`src/rtl/mem_unit_if.sv`:
```
// Unit-port and memory-bus signal bundle for the memory unit.
// Latency: none, wiring only.
// Backpressure: request side is held by sel until ready; bus side is req/ack.
interface mem_unit_if;
    // unit port
    logic        sel;
    logic [31:0] ctrl;
    logic [31:0] addr;
    logic [31:0] wdata;
    logic [31:0] dout;
    logic        ready;
    logic        err;
    // memory bus
    logic        bus_req;
    logic        bus_we;
    logic [31:0] bus_addr;
    logic [3:0]  bus_be;
    logic [31:0] bus_wdata;
    logic        bus_ack;
    logic [31:0] bus_rdata;

    // the memory unit responds to requests and masters the bus
    modport slave (
        input  sel, ctrl, addr, wdata, bus_ack, bus_rdata,
        output dout, ready, err, bus_req, bus_we, bus_addr, bus_be, bus_wdata
    );

    // the environment: thread/unit mux plus memory interconnect
    modport master (
        output sel, ctrl, addr, wdata, bus_ack, bus_rdata,
        input  dout, ready, err, bus_req, bus_we, bus_addr, bus_be, bus_wdata
    );
endinterface

```
`src/rtl/mem_unit.sv`:
```
// Memory unit: byte/half/word loads and stores, misaligned accesses split in two bus words.
// Latency: sel to ready 3 cycles aligned, 4 + ack waits split, 2 for illegal size.
// Backpressure: each bus beat holds bus_req until bus_ack, aborted with err after TIMEOUT cycles.
module mem_unit #(
    parameter int TIMEOUT = 256
) (
    input  logic       clk,
    input  logic       rst,
    mem_unit_if.slave  io
);

    typedef enum logic [1:0] {IDLE, ACC0, ACC1, DONE} state_t;

    localparam int CW = (TIMEOUT > 2) ? $clog2(TIMEOUT) : 1;
    localparam logic [CW-1:0] CNT_LAST = CW'(TIMEOUT - 1);

    state_t state, state_n;

    // latched request
    logic [1:0]  size_q, size_n;
    logic        we_q, we_n;
    logic [31:0] addr_q, addr_n;
    logic [31:0] wdata_q, wdata_n;
    logic        split_q, split_n;
    logic [31:0] low_q, low_n;
    logic [CW-1:0] cnt_q, cnt_n;

    // registered outputs
    logic [31:0] dout_q, dout_n;
    logic        ready_q, ready_n;
    logic        err_q, err_n;
    logic        req_q, req_n;
    logic        bwe_q, bwe_n;
    logic [31:0] baddr_q, baddr_n;
    logic [3:0]  be_q, be_n;
    logic [31:0] bwdata_q, bwdata_n;

    // lane helpers
    logic [7:0]  be8_in, be8_lat;
    logic [63:0] data_lat;
    logic [31:0] data_in;
    logic [31:0] base_lat;

    function automatic logic [3:0] size_mask(input logic [1:0] size);
        case (size)
            2'b00:   size_mask = 4'h1;
            2'b01:   size_mask = 4'h3;
            default: size_mask = 4'hF;
        endcase
    endfunction

    function automatic logic is_split(input logic [1:0] size, input logic [1:0] off);
        is_split = ((size == 2'b01) && (off == 2'd3)) || ((size == 2'b10) && (off != 2'd0));
    endfunction

    // Shift the two-word window down to the access offset and keep only the accessed lanes.
    function automatic logic [31:0] extract(input logic [1:0] size, input logic [1:0] off,
                                            input logic [31:0] hi, input logic [31:0] lo);
        logic [63:0] sh;
        logic [31:0] m;
        sh = {hi, lo} >> {off, 3'b000};
        case (size)
            2'b00:   m = 32'h0000_00FF;
            2'b01:   m = 32'h0000_FFFF;
            default: m = 32'hFFFF_FFFF;
        endcase
        extract = sh[31:0] & m;
    endfunction

    logic unused_ok;
    assign unused_ok = &{1'b0, io.ctrl[31:3], be8_in[7:4]};

    // State register
    always_ff @(posedge clk or negedge rst) begin
        if (!rst) state <= IDLE;
        else      state <= state_n;
    end

    // Next state, next latched fields and next registered outputs
    always_comb begin
        state_n  = state;
        size_n   = size_q;
        we_n     = we_q;
        addr_n   = addr_q;
        wdata_n  = wdata_q;
        split_n  = split_q;
        low_n    = low_q;
        cnt_n    = cnt_q;
        dout_n   = dout_q;
        ready_n  = 1'b0;
        err_n    = 1'b0;
        req_n    = 1'b0;
        bwe_n    = 1'b0;
        baddr_n  = 32'h0;
        be_n     = 4'h0;
        bwdata_n = 32'h0;

        be8_in   = {4'h0, size_mask(io.ctrl[1:0])} << io.addr[1:0];
        data_in  = io.wdata << {io.addr[1:0], 3'b000};
        be8_lat  = {4'h0, size_mask(size_q)} << addr_q[1:0];
        data_lat = {32'h0, wdata_q} << {addr_q[1:0], 3'b000};
        base_lat = {addr_q[31:2], 2'b00};

        case (state)
            IDLE: begin
                if (io.sel) begin
                    size_n  = io.ctrl[1:0];
                    we_n    = io.ctrl[2];
                    addr_n  = io.addr;
                    wdata_n = io.wdata;
                    split_n = is_split(io.ctrl[1:0], io.addr[1:0]);
                    low_n   = 32'h0;
                    dout_n  = 32'h0;
                    if (io.ctrl[1:0] == 2'b11) begin
                        state_n = DONE;
                        ready_n = 1'b1;
                        err_n   = 1'b1;
                    end else begin
                        state_n  = ACC0;
                        cnt_n    = '0;
                        req_n    = 1'b1;
                        bwe_n    = io.ctrl[2];
                        baddr_n  = {io.addr[31:2], 2'b00};
                        be_n     = be8_in[3:0];
                        bwdata_n = data_in;
                    end
                end
            end
            ACC0, ACC1: begin
                if (io.bus_ack) begin
                    if (state == ACC0 && split_q) begin
                        low_n    = io.bus_rdata;
                        state_n  = ACC1;
                        cnt_n    = '0;
                        req_n    = 1'b1;
                        bwe_n    = we_q;
                        baddr_n  = base_lat + 32'd4;
                        be_n     = be8_lat[7:4];
                        bwdata_n = data_lat[63:32];
                    end else begin
                        state_n = DONE;
                        ready_n = 1'b1;
                        if (we_q)
                            dout_n = 32'h0;
                        else if (state == ACC0)
                            dout_n = extract(size_q, addr_q[1:0], 32'h0, io.bus_rdata);
                        else
                            dout_n = extract(size_q, addr_q[1:0], io.bus_rdata, low_q);
                    end
                end else if (cnt_q == CNT_LAST) begin
                    state_n = DONE;
                    ready_n = 1'b1;
                    err_n   = 1'b1;
                    dout_n  = 32'h0;
                end else begin
                    cnt_n    = cnt_q + 1'b1;
                    req_n    = req_q;
                    bwe_n    = bwe_q;
                    baddr_n  = baddr_q;
                    be_n     = be_q;
                    bwdata_n = bwdata_q;
                end
            end
            DONE: begin
                state_n = IDLE;
            end
            default: begin
                state_n = IDLE;
            end
        endcase
    end

    // Latched request fields and registered outputs
    always_ff @(posedge clk or negedge rst) begin
        if (!rst) begin
            size_q   <= 2'b00;
            we_q     <= 1'b0;
            addr_q   <= 32'h0;
            wdata_q  <= 32'h0;
            split_q  <= 1'b0;
            low_q    <= 32'h0;
            cnt_q    <= '0;
            dout_q   <= 32'h0;
            ready_q  <= 1'b0;
            err_q    <= 1'b0;
            req_q    <= 1'b0;
            bwe_q    <= 1'b0;
            baddr_q  <= 32'h0;
            be_q     <= 4'h0;
            bwdata_q <= 32'h0;
        end else begin
            size_q   <= size_n;
            we_q     <= we_n;
            addr_q   <= addr_n;
            wdata_q  <= wdata_n;
            split_q  <= split_n;
            low_q    <= low_n;
            cnt_q    <= cnt_n;
            dout_q   <= dout_n;
            ready_q  <= ready_n;
            err_q    <= err_n;
            req_q    <= req_n;
            bwe_q    <= bwe_n;
            baddr_q  <= baddr_n;
            be_q     <= be_n;
            bwdata_q <= bwdata_n;
        end
    end

    assign io.dout      = dout_q;
    assign io.ready     = ready_q;
    assign io.err       = err_q;
    assign io.bus_req   = req_q;
    assign io.bus_we    = bwe_q;
    assign io.bus_addr  = baddr_q;
    assign io.bus_be    = be_q;
    assign io.bus_wdata = bwdata_q;

endmodule
```
`src/flat_wrapper.sv`:
```
// flat-port wrapper written by rule: the top's interface ports become plain ports
module mem_unit_flat 
#(
    parameter int TIMEOUT = 256
)
  (clk, rst, io_sel, io_ctrl, io_addr, io_wdata, io_bus_ack, io_bus_rdata, io_dout, io_ready, io_err, io_bus_req, io_bus_we, io_bus_addr, io_bus_be, io_bus_wdata);
  mem_unit_if io_i ();
  input  logic clk;
  input  logic rst;
  input wire logic [$bits(io_i.sel)-1:0] io_sel;
  input wire logic [$bits(io_i.ctrl)-1:0] io_ctrl;
  input wire logic [$bits(io_i.addr)-1:0] io_addr;
  input wire logic [$bits(io_i.wdata)-1:0] io_wdata;
  input wire logic [$bits(io_i.bus_ack)-1:0] io_bus_ack;
  input wire logic [$bits(io_i.bus_rdata)-1:0] io_bus_rdata;
  output wire logic [$bits(io_i.dout)-1:0] io_dout;
  output wire logic [$bits(io_i.ready)-1:0] io_ready;
  output wire logic [$bits(io_i.err)-1:0] io_err;
  output wire logic [$bits(io_i.bus_req)-1:0] io_bus_req;
  output wire logic [$bits(io_i.bus_we)-1:0] io_bus_we;
  output wire logic [$bits(io_i.bus_addr)-1:0] io_bus_addr;
  output wire logic [$bits(io_i.bus_be)-1:0] io_bus_be;
  output wire logic [$bits(io_i.bus_wdata)-1:0] io_bus_wdata;
  assign io_i.sel = io_sel;
  assign io_i.ctrl = io_ctrl;
  assign io_i.addr = io_addr;
  assign io_i.wdata = io_wdata;
  assign io_i.bus_ack = io_bus_ack;
  assign io_i.bus_rdata = io_bus_rdata;
  assign io_dout = io_i.dout;
  assign io_ready = io_i.ready;
  assign io_err = io_i.err;
  assign io_bus_req = io_i.bus_req;
  assign io_bus_we = io_i.bus_we;
  assign io_bus_addr = io_i.bus_addr;
  assign io_bus_be = io_i.bus_be;
  assign io_bus_wdata = io_i.bus_wdata;
  mem_unit #(.TIMEOUT(TIMEOUT)) u_core (.clk(clk), .rst(rst), .io(io_i));
endmodule
```
`config.mk`:
```
export PLATFORM = sky130hd
export DESIGN_NAME = mem_unit_flat
export DESIGN_NICKNAME = d
export VERILOG_FILES = /design/src/rtl/mem_unit_if.sv /design/src/rtl/mem_unit.sv /design/src/flat_wrapper.sv
export SDC_FILE = /design/constraint.sdc
export NUM_CORES = 1
export LEC_CHECK = 0
export BUFFER_PORTS_ARGS = -buffer_cell sky130_fd_sc_hd__buf_4
export CAP_MARGIN = 20
export CORE_ASPECT_RATIO = 1.75
export CORE_MARGIN = 2
export CORE_UTILIZATION = 30
export DETAILED_ROUTE_END_ITERATION = 7
export HOLD_SLACK_MARGIN = 0.1
export PLACE_DENSITY = 0.53
export SKIP_LAST_GASP = 1
export SLEW_MARGIN = 5
export SYNTH_ARGS = -nofsm -noshare
export SYNTH_HDL_FRONTEND = slang
export SYNTH_SLANG_ARGS = --single-unit
export TNS_END_PERCENT = 5
```
`constraint.sdc`:
```
create_clock -name clk -period 3.1 [get_ports clk]
set_clock_uncertainty 0.2 [all_clocks]
set_input_delay 0.62 -clock clk [delete_from_list [all_inputs] [get_ports clk]]
set_output_delay 0.62 -clock clk [all_outputs]
set_load 0.01 [all_outputs]
```
==> Implementation_results.wiki, run 1 <==
{| class="wikitable"
! Metric !! Value
|-
| Reported net switching power || 4.90 mW
|-
| Sequential cell area in the final layout || 5110 um2
|-
| Total standard cell area after synthesis || between 10,000 and 15,000 um2
|-
| TNS Setup || 0 ps
|-
| Via count of the first global-routing pass || around 10,000
|-
| Final weighted congestion of routability-driven global placement || 0.807
|-
| Number of DRC markers after the initial detailed-route iteration || 470
|-
| Sequential share of power || 0.350
|-
| Largest net degree at the start of global routing || 76
|-
| Vias/cell || 5.14
|-
| Half-perimeter wire length after placement || roughly 26 mm
|-
| Element type at the critical path start || flop
|-
| Count of antenna-violating nets left after detailed routing || 0
|-
| # IOs || 236
|-
| Post-detailed-routing wire length || 35.9 mm
|-
| Nature of the critical path endpoint || flop
|-
| CTS Root Buffer Type || sky130_fd_sc_hd__clkbuf_16
|-
| Count of cells along the worst register-to-register path || 5
|-
| Library cell with the largest summed area after synthesis || sky130_fd_sc_hd__dfrtp_1
|-
| Proportion of synthesized chip area in sequential cells || 0.478
|-
| Share of flip-flops with an asynchronous set or reset after synthesis || 1.00
|-
| Cell with the largest stage delay on the worst path || sky130_fd_sc_hd__nand4_1
|-
| Area of the core region || 35,200 um2
|-
| Final-report hold violation count || 0
|-
| Lkg Pwr || 6.40 nW
|-
| Unrepaired setup endpoints after global routing || no
|-
| Critical-path maximum fanout || 14
|-
| Clock transition at path regs || ~60 ps
|-
| Wire length of the first global-routing pass || about 55 mm
|-
| Fraction of layout cells with a size suffix above 1 || 0.241
|-
| FF+latch count, synth || 204
|-
| Summed area of non-filler cells in the final layout || between 10,000 and 15,000 um2
|-
| CP Class || reg -> reg
|-
| Antenna Cells || 0
|-
| Clock network fraction of design power || 0.232
|-
| Critical path data required time || 3320 ps
|-
| Power Internal || 7.32 mW
|-
| Count of flip-flops with a built-in enable after synthesis || 0
|-
| Number of pins exceeding their max-slew limit in the final report || 0
|-
| DRC errors left || 0
|-
| Worst Tran Pin Value || 1070 ps
|-
| Clock sinks || 204
|-
| GRT Overall Usage || 0.189
|-
| Initial Utilization || 0.303
|-
| Number of nets in the finished design || ~1,500
|-
| Residual overflow from global routing || 0
|-
| Maximum level of the CTS H-tree || 1
|-
| Power density relative to cell area || 875 nW/um2
|-
| Initial antenna violation count || 0
|-
| Area grow syn2layout || 30.8%
|-
| Count of port buffers added during placement || 204
|-
| Total number of vias || about 9,500
|-
| Avg WL per Cell || 19.5 um
|-
| Post-synthesis area per instance || about 9.3 um2
|-
| CP peak stage delay || 650 ps
|-
| Clock buffers created by TritonCTS || 23
|-
| Instance count of the mapped netlist || 1,145
|-
| Height of the die || 254 um
|-
| CP most frequent cell || sky130_fd_sc_hd__nand4_1
|-
| Post-CTS Setup Inserts || 0
|-
| Cell variety after synth || 54
|-
| Synth Flop Type || sky130_fd_sc_hd__dfrtp_1
|-
| Run status || completed
|-
| Highest clock rate || 361 MHz
|-
| Number of buffers on the longest clock path || 3
|-
| Switching share of total power || 0.401
|-
| Period Utilization, post-route || 0.893
|-
| Arrival time at the worst endpoint || 2990 ps
|-
| Worst rel slew slack || 0.283
|-
| Yosys top cell area share || 0.478
|-
| Number of cells on the worst hold path || 3
|-
| Width of the die || 147 um
|-
| Synthesis warning total || 0
|-
| Floorplan row count || 91
|-
| Clk_lat worst skew || 530 ps
|-
| Period minus WS final || 2770 ps
|-
| Placed inst area || 12,800 um2
|-
| Number of inserted filler cells in the final layout || 3,511
|-
| TritonCTS clock tree || yes
|-
| Full die area || about 37,000 um2
|-
| Worst-case register-to-register setup slack || 330 ps
|-
| Count of endpoints failing setup in the final report || 0
|-
| IR drop worst, VDD || 471 uV
|-
| Total design power || around 12 mW
|-
| Max capacitance violation total || 0
|-
| First-pass detailed-route iteration total || 6
|-
| Area used by multi-input combinational logic || 5200 um2
|-
| Class of the worst hold path || in -> reg
|-
| Largest cells by area after synthesis || sky130_fd_sc_hd__dfrtp_1 48%, sky130_fd_sc_hd__nand2_1 9.4%, sky130_fd_sc_hd__a22o_1 4.6%, sky130_fd_sc_hd__mux2i_1 4.1%, sky130_fd_sc_hd__a21oi_1 2.8%
|-
| Cell Chain, Critical Path || ha_1 -> nand4_1 -> o21ai_2 -> nand4_1 -> o21ai_0
|-
| Combinational Power Share || 0.418
|}
[metal layers]
| metal | vias to the layer above | global-route usage | routed length [um] |
|---|---|---|---|
| li1 | 4504 | - | - |
| met4 | 0 | 0.0688 | 1220 |
| met1 | 4656 | 0.213 | 13800 |
| met3 | 55 | 0.0294 | 1830 |
| met2 | 269 | 0.357 | 19000 |
| met5 | - | 0 | 0 |
[synthesized netlist by cell type (2+ instances only)]
library cell,instances
sky130_fd_sc_hd__nor2_1,55
sky130_fd_sc_hd__a22o_1,56
sky130_fd_sc_hd__nor4_2,7
sky130_fd_sc_hd__a2bb2oi_1,2
sky130_fd_sc_hd__dfrtp_1,204
sky130_fd_sc_hd__clkbuf_1,58
sky130_fd_sc_hd__and3_1,8
sky130_fd_sc_hd__a31oi_1,6
sky130_fd_sc_hd__a22oi_1,14
sky130_fd_sc_hd__nor4_1,9
sky130_fd_sc_hd__a211oi_1,26
sky130_fd_sc_hd__o21ai_1,31
sky130_fd_sc_hd__buf_4,2
sky130_fd_sc_hd__inv_1,13
sky130_fd_sc_hd__nand2_1,266
sky130_fd_sc_hd__o21a_1,9
sky130_fd_sc_hd__nand3_1,25
sky130_fd_sc_hd__mux2_2,24
sky130_fd_sc_hd__ha_1,7
sky130_fd_sc_hd__buf_2,17
sky130_fd_sc_hd__buf_1,10
sky130_fd_sc_hd__o22ai_1,33
sky130_fd_sc_hd__a21oi_1,59
sky130_fd_sc_hd__mux4_2,8
sky130_fd_sc_hd__or3_1,2
sky130_fd_sc_hd__mux2i_1,44
sky130_fd_sc_hd__o31ai_1,6
sky130_fd_sc_hd__nor3_1,10
sky130_fd_sc_hd__xnor2_1,29
sky130_fd_sc_hd__xor2_1,4
sky130_fd_sc_hd__o211ai_1,10
sky130_fd_sc_hd__nand4_2,2
sky130_fd_sc_hd__nor2b_1,20
sky130_fd_sc_hd__a222oi_1,8
sky130_fd_sc_hd__and2_1,4
sky130_fd_sc_hd__nand2b_1,2
sky130_fd_sc_hd__or2_2,3
sky130_fd_sc_hd__o21ai_0,32
sky130_fd_sc_hd__nand4_1,5
[worst max-delay path: cells and delay by family, from the launching register on]
family / cells / cell delay [ps]
adders and majority gates: 1 / 240
AOI/OAI and AO/OA: 2 / 980
and+or+nand+nor: 2 / 840
DFF: 1 / 380
[cells by family (layout without fill, tap and decap cells)]
family	count (synthesis)	count (layout)	synth area share
DFF	204	204	0.478
xor gates and xnor gates	33	33	0.0271
AOI/OAI and AO/OA	295	295	0.183
buffers and inverters	100	333	0.0379
muxes	76	76	0.0835
and+or+nand+nor	429	429	0.181
adders and majority gates	7	7	0.00820
other	1	2	0.000351
[power by group through the flow]
stage / combinational, mW / clock [mW] / sequential, mW
6_report: 5.11 / 2.83 / 4.28
5_1_grt: 5.62 / 3.02 / 4.40
4_1_cts: 5.17 / 2.91 / 4.28
3_5_place_dp: 5.11 / 0 / 4.32
3_3_place_gp: 5.07 / 0 / 4.29
2_1_floorplan: 3.25 / 0 / 4.18
[cell usage in the layout (no fill, tap or decap), types with 9 or more instances in the layout]
cell                            count
sky130_fd_sc_hd__dfrtp_1          203
sky130_fd_sc_hd__o21ai_1           30
sky130_fd_sc_hd__nor3_1            10
sky130_fd_sc_hd__dlygate4sd3_1     38
sky130_fd_sc_hd__a22o_1            56
sky130_fd_sc_hd__o211ai_1          10
sky130_fd_sc_hd__a21oi_1           59
sky130_fd_sc_hd__a22oi_1           14
sky130_fd_sc_hd__nor2b_1           20
sky130_fd_sc_hd__mux2i_1           44
sky130_fd_sc_hd__a211oi_1          26
sky130_fd_sc_hd__nor4_1             9
sky130_fd_sc_hd__inv_1             13
sky130_fd_sc_hd__mux2_2            24
sky130_fd_sc_hd__clkbuf_16         23
sky130_fd_sc_hd__nor2_1            55
sky130_fd_sc_hd__nand3_1           25
sky130_fd_sc_hd__o22ai_1           33
sky130_fd_sc_hd__buf_4            235
sky130_fd_sc_hd__nand2_1          265
sky130_fd_sc_hd__xnor2_1           29
sky130_fd_sc_hd__o21ai_0           32
[sequential cells by signal, summed over array words and instances (netlist names)]
| signal | flops |
|---|---|
| u_core.io.bus_addr | 30 |
| u_core.state | 2 |
| u_core.addr_q | 32 |
| u_core.we_q | 1 |
| u_core.split_q | 1 |
| u_core.cnt_q | 8 |
| u_core.io.err | 1 |
| u_core.io.bus_req | 1 |
| u_core.low_q | 32 |
| u_core.io.bus_be | 4 |
| u_core.io.bus_we | 1 |
| u_core.io.dout | 32 |
| u_core.io.ready | 1 |
| u_core.io.bus_wdata | 32 |
| u_core.wdata_q | 24 |
| u_core.size_q | 2 |
[area by class of cell]
type / instances / area share
clock buffers: 31 / 0.0448
clock inverters: 10 / 0.00986
inverters: 13 / 0.00350
multi-input cells: 842 / 0.372
flip-flops and latches: 204 / 0.366
well taps: 465 / 0.0417
repair buffers: 279 / 0.162
[metrics by stage]
| step | setup slack, ps | hold slack (ps) | instances | utilization |
|---|---|---|---|---|
| floorplan | 884 | 124 | 1146 | - |
| global placement | 234 | 252 | 1765 | 0.364 |
| detailed placement | 158 | 261 | 1765 | 0.364 |
| CTS | 128 | 103 | 1844 | 0.397 |
| global route | 84.6 | 125 | 1844 | 0.397 |
| finish | 332 | 122 | 1844 | 0.397 |
[path summary, 6_finish.rpt]
| path | from | to |
|---|---|---|
| worst max-delay path | u_core.cnt_q[0] | u_core.io.dout[7] |
| min in group asynchronous | rst | u_core.io.bus_addr[8] |
| worst min-delay path | io_addr[16] | u_core.addr_q[16] |
| worst min register to register | u_core.wdata_q[13] | u_core.wdata_q[13] |
| max in group asynchronous | rst | u_core.io.bus_wdata[21] |
| worst max register to register | u_core.cnt_q[0] | u_core.io.dout[7] |
[repair_timing]
action / 4_1_cts / 5_1_grt
gates resized for setup: 0 / 1
endpoints found under the setup margin: 0 / 16
hold buffers: 38 / 0
hold endpoints to repair: 106 / 0
Power figures use the tool's default switching activity.
==> inputs of run 2 (changes only) <==
Settings changed: PLACE_DENSITY 0.53 to default.
==> run 2 against run 1 <==
Compared with the run above: first-iteration DRC count grew 1.5%; global-route usage shrank 0.26 points; setup slack gained 58 ps; combinational power is essentially flat; sequential share of layout area is essentially flat; final area is essentially flat; die area is the same; fmax grew 2.2%; via count grew 1.5%; worst hold slack gained 0.85 ps; critical path type unchanged.
==> Implementation_results.wiki, run 2 (synthesis results as in run 1) <==
{| class="wikitable"
! Metric !! Value
|-
| IR drop worst, VDD || 406 uV
|-
| DRC errors left || 0
|-
| Max capacitance violation total || 0
|-
| Via count of the first global-routing pass || 9,810
|-
| Vias/cell || 5.23
|-
| CTS Root Buffer Type || sky130_fd_sc_hd__clkbuf_16
|-
| Most common cell after layout, fill and taps aside || sky130_fd_sc_hd__nand2_1
|-
| Critical-path maximum fanout || 16
|-
| Count of antenna-violating nets left after detailed routing || 0
|-
| Full die area || 37,200 um2
|-
| CP startpoint || u_core.state[0]
|-
| Met1 Track Usage GR || 0.220
|-
| Area grow syn2layout || 30.8%
|-
| Clk_lat worst skew || 530 ps
|-
| Class of the worst hold path || in -> reg
|-
| Height of the die || 254 um
|-
| Fraction of layout cells with a size suffix above 1 || 0.244
|-
| Total number of vias || just under 10,000
|-
| Lkg Pwr || approximately 6.4 nW
|-
| Fraction of the core area covered by cells at the end of the flow || 0.397
|-
| Fraction of met3 tracks used by global routing || 0.0262
|-
| Initial antenna violation count || 0
|-
| Power density relative to cell area || 881 nW/um2
|-
| GR Layer Usage met2 || 0.342
|-
| GRT Overall Usage || 0.187
|-
| TNS Setup || 0 ps
|-
| Arrival time at the worst endpoint || 2960 ps
|-
| Launch point of the worst reg-to-reg path || u_core.state[0]
|-
| Count of endpoints failing setup in the final report || 0
|-
| # IOs || 236
|-
| Final critical-path setup slack || about 390 ps
|-
| Number of pins exceeding their max-slew limit in the final report || 0
|-
| Most utilized layer in the global route result || met2
|-
| Unrepaired setup endpoints after global routing || no
|-
| Initial Utilization || 0.303
|-
| Post-detailed-routing wire length || 35.3 mm
|-
| Number of DRC markers after the initial detailed-route iteration || 477
|-
| Most used cells in the layout excluding fill and tap cells || 265 x sky130_fd_sc_hd__nand2_1, 237 x sky130_fd_sc_hd__buf_4, 203 x sky130_fd_sc_hd__dfrtp_1
|-
| Maximum level of the CTS H-tree || 1
|-
| Wire length of the first global-routing pass || 55.2 mm
|-
| CP Class || reg -> reg
|-
| Avg WL per Cell || 19.2 um
|-
| Pre-CTS setup slack || around 460 ps
|-
| Period Utilization, post-route || 0.874
|-
| Element type at the critical path start || flop
|-
| Highest clock rate || 369 MHz
|-
| Final weighted congestion of routability-driven global placement || 0.834
|-
| Count of cells along the worst register-to-register path || 7
|-
| Antenna Cells || 0
|-
| Count of port buffers added during placement || 204
|-
| Number of cells on the worst hold path || 3
|-
| Number of nets in the finished design || about 1,500
|-
| Largest net degree at the start of global routing || 71
|-
| Residual overflow from global routing || 0
|-
| Clock buffers created by TritonCTS || 23
|-
| Nature of the critical path endpoint || flop
|-
| Post-cts repair resize count || 0
|-
| Width of the die || between 100 and 150 um
|-
| Clock sinks || 204
|-
| Final-report hold violation count || 0
|-
| Number of buffers on the longest clock path || 3
|-
| Hold Path Sink || u_core.addr_q[16]
|-
| Worst Tran Pin Value || 956 ps
|-
| Run status || completed
|-
| Critical path data required time || around 3400 ps
|-
| TritonCTS clock tree || yes
|-
| Number of inserted filler cells in the final layout || 3,463
|-
| Worst Hold Launch || io_addr[16]
|-
| Half-perimeter wire length after placement || 25.0 mm
|-
| Reg-to-reg critical path endpoint || u_core.io.dout[18]
|-
| Clock transition at path regs || approximately 60 ps
|-
| First-pass detailed-route iteration total || 5
|-
| Worst rel slew slack || 0.362
|-
| Worst-case register-to-register setup slack || 390 ps
|-
| Total design power || 12.3 mW
|-
| Floorplan row count || between 90 and 100
|-
| Period minus WS final || 2710 ps
|-
| Area of the core region || 35,200 um2
|}
[run 2: cell types whose count changed in the layout (fill, tap and decap cells not counted), sizes merged]
cell,change
buf,+2
clkinvlp,-1
dlygate4sd3,-2
[run 2: power by group]
part	internal, mW	switching, mW
clock network	1.71	1.15
registers	3.50	0.805
logic	2.17	2.96
[run 2: layer usage]
metal,vias to the layer above,part of all wire
met4,0,0.031
met5,-,0
met1,4731,0.39
met2,334,0.53
met3,61,0.052
li1,4505,-
[run 2: critical path, stage by stage (launching register included)]
cell	delay (ps)
sky130_fd_sc_hd__dfrtp_1	430
sky130_fd_sc_hd__inv_1	90
sky130_fd_sc_hd__ha_1	380
sky130_fd_sc_hd__nor2b_1	220
sky130_fd_sc_hd__o21ai_2	130
sky130_fd_sc_hd__nand3_1	200
sky130_fd_sc_hd__nor2_2	730
sky130_fd_sc_hd__a22o_1	230
[run 2: how the worst max path moves through the flow]
stage,to,cells past startpoint
floorplan,u_core.cnt_q[3],7
global placement,u_core.io.dout[19],7
detailed placement,u_core.io.dout[18],7
CTS,u_core.io.dout[18],7
global route,u_core.io.dout[25],7
finish,u_core.io.dout[18],7
[run 2: layout make-up]
class                           count  area, um2  share of cell area
Sequential cell                   204       5110               0.366
Clock buffer                       31        646              0.0463
Inverter                           13       48.8             0.00350
Multi-Input combinational cell    842       5190               0.372
Timing Repair Buffer              279       2250               0.161
Clock inverter                      9        134             0.00959
Tap cell                          465        582              0.0417
[run 2: metrics by stage]
| step | instance area [um2] | hold slack, ps | instances |
|---|---|---|---|
| finish | 14000 | 123 | 1843 |
| global route | 14000 | 115 | 1843 |
| floorplan | 10700 | 124 | 1146 |
| detailed placement | 12800 | 257 | 1767 |
| CTS | 14000 | 100 | 1843 |
| global placement | 12800 | 254 | 1767 |
[run 2: timing repair]
item | in CTS | in global routing
setup buffers | 0 | 0
endpoints found under the hold margin | 79 | 0
hold buffers | 36 | 0
endpoints found under the setup margin | 0 | 0
==> inputs of run 3 (changes only) <==
Settings changed: CORE_UTILIZATION 30 to 55, PLACE_DENSITY from default to 0.81.
==> run 3 against run 2 <==
Compared with the run above: global-route usage is 13 points higher; total power is 3.7% lower; critical path depth is 1 lower; final area is 5.7% lower; sequential share of layout area is 2.2 points higher; die area is 45% lower; first-iteration DRC count is 98% higher; sequential power is 1% lower; critical endpoint is now u_core.io.bus_wdata[16]; largest cell class unchanged; largest power group unchanged.
==> Implementation_results.wiki, run 3 (synthesis results as in run 1) <==
{| class="wikitable"
! Metric !! Value
|-
| Number of inserted filler cells in the final layout || between 1,000 and 1,500
|-
| Launch point of the worst reg-to-reg path || u_core.state[1]
|-
| Total design power || 11.8 mW
|-
| CP Class || reg -> reg
|-
| Full die area || 20,600 um2
|-
| Run status || completed
|-
| Number of DRC markers after the initial detailed-route iteration || 946
|-
| Count of antenna-violating nets left after detailed routing || 0
|-
| Area used by multi-input combinational logic || just over 5000 um2
|-
| TritonCTS clock tree || yes
|-
| Post-cts repair resize count || 0
|-
| Hold Path Sink || u_core.addr_q[27]
|-
| Antenna Cells || 0
|-
| Max capacitance violation total || 0
|-
| DRC errors left || 0
|-
| Number of nets in the finished design || 1,458
|-
| First-pass detailed-route iteration total || 7
|-
| Via count of the first global-routing pass || approximately 9,800
|-
| Worst rel slew slack || 0.206
|-
| Power density relative to cell area || 900 nW/um2
|-
| Final weighted congestion of routability-driven global placement || 0.879
|-
| Number of pins exceeding their max-slew limit in the final report || 0
|-
| Clock transition at path regs || around 70 ps
|-
| Lkg Pwr || a little over 6 nW
|-
| Maximum level of the CTS H-tree || 1
|-
| Post-detailed-routing wire length || 32.4 mm
|-
| Sequential cell area in the final layout || 5110 um2
|-
| Number of buffers on the longest clock path || 3
|-
| Wire length of the first global-routing pass || 50.8 mm
|-
| Most common cell after layout, fill and taps aside || sky130_fd_sc_hd__nand2_1
|-
| Critical-path maximum fanout || 10
|-
| Reg-to-reg critical path endpoint || u_core.io.bus_wdata[16]
|-
| Half-perimeter wire length after placement || 22.3 mm
|-
| Area of the core region || 19,100 um2
|-
| Most used cells in the layout excluding fill and tap cells || 265 x sky130_fd_sc_hd__nand2_1, 228 x sky130_fd_sc_hd__buf_4, 203 x sky130_fd_sc_hd__dfrtp_1
|-
| Arrival time at the worst endpoint || 2910 ps
|-
| Hold-fix buffers at CTS || 1
|-
| Initial Utilization || 0.558
|-
| Post-CTS Setup Inserts || 0
|-
| Vias/cell || 6.16
|-
| Count of cells along the worst register-to-register path || 6
|-
| Cell Chain, Critical Path || inv_1 -> ha_1 -> nand2_2 -> nor3_1 -> a222oi_1 -> o21ai_1
|-
| Avg WL per Cell || 20.6 um
|-
| GRT Overall Usage || 0.314
|-
| Area grow syn2layout || 23.3%
|-
| Unrepaired setup endpoints after global routing || no
|-
| Highest clock rate || about 370 MHz
|-
| Cell with the largest stage delay on the worst path || sky130_fd_sc_hd__nor3_1
|-
| Clk_lat worst skew || 500 ps
|-
| Height of the die || 188 um
|-
| Final-report hold violation count || 0
|-
| Total number of vias || 9,684
|-
| Nature of the critical path endpoint || flop
|-
| Period minus WS final || 2690 ps
|-
| Fraction of layout cells with a size suffix above 1 || 0.241
|-
| # IOs || roughly 240
|-
| Count of port buffers added during placement || slightly above 200
|-
| Class of the worst hold path || in -> reg
|-
| Initial antenna violation count || 0
|-
| Number of cells on the worst hold path || 3
|-
| Clock sinks || 204
|-
| Clock buffers created by TritonCTS || 21
|-
| Critical path data required time || 3320 ps
|-
| Sum of buffers and inverters on the critical path || 1
|-
| CTS Root Buffer Type || sky130_fd_sc_hd__clkbuf_16
|-
| Period Utilization, post-route || 0.866
|-
| Worst-case register-to-register setup slack || 410 ps
|-
| IR drop worst, VDD || 605 uV
|-
| Count of endpoints failing setup in the final report || 0
|-
| TNS Setup || 0 ps
|-
| Width of the die || approximately 110 um
|-
| Largest net degree at the start of global routing || 67
|-
| Element type at the critical path start || flop
|-
| Worst Tran Pin Value || 1180 ps
|-
| Worst Hold Launch || io_addr[27]
|-
| Residual overflow from global routing || 0
|-
| CP peak stage delay || 980 ps
|-
| Family with the most delay on the worst path || simple AND/OR/NAND/NOR gates
|-
| Floorplan row count || 67
|}
[run 3: changes by cell type in the layout (fill, tap and decap cells not counted)]
cell,previous run,this run
sky130_fd_sc_hd__clkinvlp_4,1,0
sky130_fd_sc_hd__buf_12,5,7
sky130_fd_sc_hd__buf_4,237,228
sky130_fd_sc_hd__dlygate4sd3_1,36,1
sky130_fd_sc_hd__bufinv_16,3,1
sky130_fd_sc_hd__clkbuf_8,5,4
sky130_fd_sc_hd__clkinv_4,2,0
sky130_fd_sc_hd__clkbuf_16,23,21
sky130_fd_sc_hd__clkbuf_1,4,7
[run 3: through the flow]
stage                     utilization  cells  setup slack (ps)  hold WS (ps)  area (um2)
after global placement          0.655   1536               440           253       12500
after CTS                       0.689   1572               436           112       13200
after detailed placement        0.655   1536               421           259       12500
after floorplan                     -   1146               884           124       10700
after global routing            0.689   1572               268           119       13200
final                           0.689   1572               415           123       13200
[run 3: power by group]
part	switching, mW	internal (mW)	total (mW)
clock	1.05	1.41	2.45
sequential	0.755	3.50	4.25
combinational	3.00	2.14	5.14
total	4.80	7.04	11.8
[run 3: metal layers]
metal | global-route usage | share of wire | vias up
met2 | 0.555 | 0.52 | 469
met1 | 0.352 | 0.35 | 4680
li1 | - | - | 4410
met5 | 0 | 0 | -
met3 | 0.0560 | 0.074 | 125
met4 | 0.164 | 0.056 | 0
[run 3: cell type report]
class | instances | area share
Sequential cell | 204 | 0.388
Timing Repair Buffer | 237 | 0.142
Tap cell | 241 | 0.0229
Inverter | 13 | 0.00371
Multi-Input combinational cell | 842 | 0.394
Clock buffer | 31 | 0.0451
Clock inverter | 4 | 0.00371
[run 3: tightest hold or removal path, stage by stage]
cell and delay, ps:
sky130_fd_sc_hd__buf_4 80, sky130_fd_sc_hd__nand2_1 40, sky130_fd_sc_hd__nand2_1 40
[run 3: how the worst max path moves through the flow]
stage,start,endpoint,slack [ps],depth (start not counted)
2_1_floorplan,u_core.state[0],u_core.cnt_q[3],880,7
3_3_place_gp,io_ctrl[0],u_core.io.bus_wdata[20],440,5
3_5_place_dp,io_ctrl[0],u_core.io.bus_wdata[20],420,5
4_1_cts,u_core.state[0],u_core.io.bus_wdata[0],440,8
5_1_grt,u_core.state[0],u_core.io.dout[11],270,8
6_report,u_core.state[1],u_core.io.bus_wdata[16],410,6
